File: src/rtl/spi_seq_pkg.sv
// spi_seq_pkg: FSM state encoding and default sizing for the SPI burst sequencer
package spi_seq_pkg;
    localparam logic [2:0] S_IDLE    = 3'd0;
    localparam logic [2:0] S_LOAD    = 3'd1;
    localparam logic [2:0] S_START   = 3'd2;
    localparam logic [2:0] S_WAIT    = 3'd3;
    localparam logic [2:0] S_DISCARD = 3'd4;
    localparam int DEFAULT_DEPTH   = 8;
    localparam int DEFAULT_AW      = 3;
    localparam int DEFAULT_TIMEOUT = 1024;
endpackage

File: src/rtl/spi_seq_fifo.sv
// spi_seq_fifo: byte FIFO with occupancy level; flush empties it and overrides push/pop
module spi_seq_fifo import spi_seq_pkg::*; #(
    parameter int DEPTH = DEFAULT_DEPTH,
    parameter int AW    = DEFAULT_AW
) (
    input  logic          clk,
    input  logic          rst,
    input  logic          flush,
    input  logic          push,
    input  logic [7:0]    push_data,
    input  logic          pop,
    output logic [7:0]    head,
    output logic          full,
    output logic          empty,
    output logic [AW:0]   level
);
    logic [7:0]    mem_q [DEPTH];
    logic [7:0]    mem_d [DEPTH];
    logic [AW-1:0] wr_q, wr_d, rd_q, rd_d;
    logic [AW:0]   level_q, level_d;
    logic          do_push, do_pop;

    assign full    = level_q == (AW+1)'(DEPTH);
    assign empty   = level_q == '0;
    assign level   = level_q;
    assign head    = mem_q[rd_q];
    assign do_pop  = pop && !empty;
    assign do_push = push && (!full || do_pop);

    // pointer/level update; pointers wrap naturally at DEPTH
    always_comb begin
        mem_d   = mem_q;
        wr_d    = flush ? '0 : wr_q + AW'(do_push);
        rd_d    = flush ? '0 : rd_q + AW'(do_pop);
        level_d = flush ? '0 : level_q + (AW+1)'(do_push) - (AW+1)'(do_pop);
        if (do_push && !flush) mem_d[wr_q] = push_data;
    end

    // storage and pointers
    always_ff @(posedge clk or negedge rst) begin
        if (!rst) begin
            mem_q   <= '{default: '0};
            wr_q    <= '0;
            rd_q    <= '0;
            level_q <= '0;
        end else begin
            mem_q   <= mem_d;
            wr_q    <= wr_d;
            rd_q    <= rd_d;
            level_q <= level_d;
        end
    end
endmodule

File: src/rtl/spi_burst_sequencer.sv
// spi_burst_sequencer: TX/RX byte FIFOs feeding an SPI master core; SPI_SEQ_TIMEOUT_EN adds a reply timeout
module spi_burst_sequencer import spi_seq_pkg::*; #(
    parameter int DEPTH = DEFAULT_DEPTH,
    parameter int AW    = DEFAULT_AW
`ifdef SPI_SEQ_TIMEOUT_EN
    ,
    parameter int TIMEOUT = DEFAULT_TIMEOUT
`endif
) (
    input  logic          clk,
    input  logic          rst,
    input  logic [7:0]    tx_data,
    input  logic          tx_valid,
    output logic          tx_ready,
    output logic [7:0]    rx_data,
    output logic          rx_valid,
    input  logic          rx_ready,
    input  logic          enable,
    input  logic          flush,
    output logic [7:0]    spi_data_in,
    output logic          spi_start,
    input  logic          spi_busy,
    input  logic          spi_new_data,
    input  logic [7:0]    spi_data_out,
    output logic [AW:0]   tx_level,
    output logic [AW:0]   rx_level,
    output logic          active,
    output logic          overflow,
    output logic          error
);
    logic [2:0] state_q, state_d;
    logic [7:0] spi_data_q, spi_data_d;
    logic       overflow_q, overflow_d;
    logic       tx_full, tx_empty, rx_full, rx_empty;
    logic       tx_pop, rx_push, launch, tmo;
    logic [7:0] tx_head;

    spi_seq_fifo #(.DEPTH(DEPTH), .AW(AW)) u_tx (
        .clk(clk), .rst(rst), .flush(flush),
        .push(tx_valid), .push_data(tx_data), .pop(tx_pop),
        .head(tx_head), .full(tx_full), .empty(tx_empty), .level(tx_level)
    );

    spi_seq_fifo #(.DEPTH(DEPTH), .AW(AW)) u_rx (
        .clk(clk), .rst(rst), .flush(flush),
        .push(rx_push), .push_data(spi_data_out), .pop(rx_ready),
        .head(rx_data), .full(rx_full), .empty(rx_empty), .level(rx_level)
    );

    assign tx_ready    = !tx_full;
    assign rx_valid    = !rx_empty;
    assign tx_pop      = state_q == S_LOAD;
    assign rx_push     = state_q == S_WAIT && spi_new_data;
    assign spi_start   = state_q == S_START && !flush;
    assign spi_data_in = spi_data_q;
    assign active      = state_q != S_IDLE;
    assign overflow    = overflow_q;
    // a launch needs a byte to send and guaranteed room for its reply
    assign launch      = enable && !tx_empty && !rx_full && !spi_busy && !error && !flush;

    // transfer sequencing: launch, load byte, one-cycle start, await reply
    always_comb begin
        spi_data_d = (state_q == S_LOAD) ? tx_head : spi_data_q;
        overflow_d = !flush && (overflow_q || (tx_valid && tx_full));
        case (state_q)
            S_IDLE:    state_d = launch ? S_LOAD : S_IDLE;
            S_LOAD:    state_d = flush ? S_IDLE : S_START;
            S_START:   state_d = flush ? S_IDLE : S_WAIT;
            S_WAIT:    state_d = (spi_new_data || tmo) ? S_IDLE : flush ? S_DISCARD : S_WAIT;
            S_DISCARD: state_d = spi_new_data ? S_IDLE : S_DISCARD;
            default:   state_d = S_IDLE;
        endcase
    end

    // sequencer state registers
    always_ff @(posedge clk or negedge rst) begin
        if (!rst) begin
            state_q    <= S_IDLE;
            spi_data_q <= '0;
            overflow_q <= 1'b0;
        end else begin
            state_q    <= state_d;
            spi_data_q <= spi_data_d;
            overflow_q <= overflow_d;
        end
    end

`ifdef SPI_SEQ_TIMEOUT_EN
    localparam int CW = $clog2(TIMEOUT + 1);
    logic [CW-1:0] cnt_q, cnt_d;
    logic          error_q, error_d;

    assign tmo   = state_q == S_WAIT && !spi_new_data && cnt_q == CW'(TIMEOUT - 1);
    assign error = error_q;

    // cycles elapsed since spi_start; error holds until flush
    always_comb begin
        cnt_d   = (state_q == S_START) ? CW'(1) : cnt_q + 1'b1;
        error_d = !flush && (error_q || tmo);
    end

    // timeout registers
    always_ff @(posedge clk or negedge rst) begin
        if (!rst) begin
            cnt_q   <= '0;
            error_q <= 1'b0;
        end else begin
            cnt_q   <= cnt_d;
            error_q <= error_d;
        end
    end
`else
    assign tmo   = 1'b0;
    assign error = 1'b0;
`endif
endmodule

File: config.mk
export PLATFORM = sky130hd
export DESIGN_NAME = spi_burst_sequencer
export DESIGN_NICKNAME = d
export VERILOG_FILES = /design/src/rtl/spi_seq_pkg.sv /design/src/rtl/spi_seq_fifo.sv /design/src/rtl/spi_burst_sequencer.sv
export SDC_FILE = /design/constraint.sdc
export NUM_CORES = 1
export LEC_CHECK = 0
export BUFFER_PORTS_ARGS = -buffer_cell sky130_fd_sc_hd__buf_4
export CAP_MARGIN = 20
export CORE_ASPECT_RATIO = 0.6
export CORE_MARGIN = 2
export CORE_UTILIZATION = 30
export CTS_CLUSTER_DIAMETER = 50
export DETAILED_ROUTE_END_ITERATION = 8
export SLEW_MARGIN = 20
export SYNTH_ARGS = -nofsm -noshare
export SYNTH_HDL_FRONTEND = slang
export SYNTH_HIERARCHICAL = 1
export SYNTH_SLANG_ARGS = --single-unit
File: constraint.sdc
create_clock -name clk -period 3.1 [get_ports clk]
set_clock_uncertainty 0.15 [all_clocks]
set_input_delay 0.31 -clock clk [delete_from_list [all_inputs] [get_ports clk]]
set_output_delay 0.31 -clock clk [all_outputs]
set_load 0.005 [all_outputs]
==> summary.txt <==
Clock transition at path regs: 0.06 ns
area of the multi-input gates: 0.00354 mm2
IO buf count: 52
slack of the critical path: 0.213 ns
fin crit share: 0.931
vias in the first global route: 4822
final hold violation count: 0
Post-synth EDFFs: 0
initial antenna violation count: 0
die width: 211 um
1st-iter DRT viols: 208
H-Tree Level Count: 4
area growth from synthesis to layout: 17.3%
Routed WL: 16900 um
Post-synth top flop: dfrtp_1
Detail Placement HPWL: 11700 um
slew margin rel.: 0.454
WHS Endpoint: overflow$_DFF_PN0_
most frequent cells in the layout: dfrtp_1 (160), mux2_2 (138), buf_4 (65), mux4_2 (32), ha_1 (19)
Slew @ Worst Pin: 0.818 ns
Place WS: 0.228 ns
CP Capture Type: flip-flop
Reg2Reg Setup Slack: 0.21 ns
Arr. time, crit path: 3.04 ns
commonest non-fill, non-tap cell in the layout: dfrtp_1
global-route wire length before repair: 27200 um
Rows: 45
max cap viols: 0
outcome: finished clean
Hold WS: 0.0214 ns
Hold WC Path Type: input pin to flip-flop
f_max: 346 MHz
fin. max-slew vios: 0
synth unique cells: 47
clock latency on the worst-skew pair: 0.42 ns
via count: 4378
TritonCTS clock tree: done
TritonCTS Sinks: 160
RSZ-0062 raised after global routing: no
antenna viol nets, final: 0
core area: 0.0253 mm2
worst-path fanout max: 6
largest net degree at the start of global routing: 91
Synth Area per Inst: 15.5 um2
post-synthesis cell area: 0.00774 mm2
# IOs: 54
Routed WL per cell: 18.8 um
Critical Path RT: 3.25 ns
Final Wtd Congestion: 0.740
asr flop ratio synth: 1.00
starting density of the core: 0.306
FILL cells: 2392
CTS Buf Count: 17
synth warn: 6
clock root buffer: clkbuf_16
Hold Path Cell Cnt: 3
reg-to-reg startpoint: u_rx/level[2]$_DFF_PN0_
Overflow after GRT: 0
final instance area: 0.00909 mm2
GR Util All Layers: 0.133
diode count: 0
register area share after synthesis: 0.517
placed cell areas: 0.00851 mm2
number of synthesized register bits: 160
final net count: 604
post-CTS setup buffer count: 0
DR vias/cell: 4.86
hold_sp: tx_valid
power density of the placed cells: 701 mW/mm2
final core utilization: 0.359
Final TNS setup: 0 ns
CTS max path bufs: 2
CP Launch Type: flip-flop
FF-to-FF path depth: 12
DRC: 0
syn nets: 544
final setup violation count: 0
VDD IR max: 0.305 mV
minimum clock period: 2.89 ns
worst r2r dst: u_rx/level[3]$_DFF_PN0_
Die ar.: 0.0272 mm2
Die Ht: 128 um
DR pass1 iterations: 4
flip-flop and latch area: 0.00400 mm2
Setup CP Type: flip-flop to flip-flop
share of cells above drive strength 1: 0.516
Leak: 4.24 nW
cells after synthesis: 499
## flip-flops by register name (all words and copies together) (netlist names)
| signal | count |
|---|---|
| u_rx/mem_q | 64 |
| u_tx/mem_q | 64 |
| spi_data_in | 8 |
| u_rx/level | 4 |
| u_tx/level | 4 |
| state_q | 3 |
| u_rx/rd_q | 3 |
| u_rx/wr_q | 3 |
| u_tx/rd_q | 3 |
| u_tx/wr_q | 3 |
| overflow | 1 |
## metrics by stage
step	instances	total power, mW
6_report	901	6.37
5_1_grt	901	6.74
4_1_cts	901	6.45
3_5_place_dp	867	4.43
3_3_place_gp	867	4.35
2_1_floorplan	499	3.83
## worst max-delay path by stage
| stage | from | to | slack [ns] | depth (start not counted) |
|---|---|---|---|---|
| final | u_rx/level[2]$_DFF_PN0_ | u_rx/level[3]$_DFF_PN0_ | 0.21 | 12 |
| after CTS | u_rx/level[2]$_DFF_PN0_ | u_rx/level[3]$_DFF_PN0_ | 0.21 | 12 |
| after detailed placement | u_rx/level[2]$_DFF_PN0_ | u_rx/level[3]$_DFF_PN0_ | 0.23 | 12 |
| after global routing | u_rx/level[2]$_DFF_PN0_ | u_rx/level[3]$_DFF_PN0_ | 0.05 | 12 |
| after global placement | u_rx/level[2]$_DFF_PN0_ | u_rx/level[3]$_DFF_PN0_ | 0.32 | 12 |
| after floorplan | u_rx/level[2]$_DFF_PN0_ | u_rx/level[3]$_DFF_PN0_ | 0.41 | 13 |
## worst max-delay path, cell delays in order, from the launching register on
cell     delay [ns]
dfrtp_1        0.39
inv_1          0.11
ha_1           0.15
or3b_1         0.45
inv_2          0.18
nand2_1        0.10
nand2_1        0.08
ha_1           0.13
inv_1          0.07
ha_1           0.28
a21o_1         0.18
a21oi_1        0.16
mux2_2         0.35
## cells by family (layout without fill, tap and decap cells)
family | after synthesis | count (layout) | share of synthesized area
flops | 160 | 160 | 0.517
mux | 187 | 187 | 0.326
fa+ha+maj | 21 | 21 | 0.0359
other cells | 1 | 1 | 0.000484
xor+xnor | 6 | 6 | 0.00679
simple gates | 56 | 56 | 0.0464
compound gates | 26 | 26 | 0.0405
buf+inv | 42 | 115 | 0.0268
## synth_stat cells (3+ instances only)
library cell,number,area share
inv_1,14,0.0068
buf_2,9,0.0058
buf_6,3,0.0044
dfrtp_1,160,0.52
ha_1,19,0.031
nor2_1,11,0.0053
clkbuf_1,9,0.0044
buf_4,4,0.0039
xnor2_1,6,0.0068
nand2_1,3,0.0015
nor3b_1,5,0.0048
a21oi_1,5,0.0032
nor2b_1,16,0.013
nand2b_1,6,0.0048
mux2_4,16,0.031
a2111o_1,3,0.0044
a2111oi_4,3,0.011
mux4_2,32,0.093
mux2_2,138,0.20
## per-layer routing
layer,wire (um),GRT usage
met1,8180,0.181
met2,7960,0.208
met3,535,0.0356
met4,246,0.0418
met5,0,0
## where the power goes
group	total [mW]	internal, mW	switching [mW]	leakage, nW
clock	2.00	1.18	0.817	0.267
sequential	2.68	2.44	0.237	2.16
combinational	1.69	0.988	0.706	1.80
total	6.37	4.61	1.76	4.24
## final cells by class
type | count | share of cell area
Multi-Input combinational cell | 297 | 0.389
Tap cell | 329 | 0.0453
Sequential cell | 160 | 0.441
Clock buffer | 21 | 0.0485
Clock inverter | 11 | 0.0128
Inverter | 15 | 0.00620
Timing Repair Buffer | 68 | 0.0571
## repair_timing
| action | 4_1_cts | 5_1_grt |
|---|---|---|
| hold endpoints to repair | 88 | 0 |
| resized for setup | 0 | 0 |
| hold buffers | 2 | 0 |
| endpoints found under the setup margin | 0 | 0 |
(Power assumes the default switching activity.)
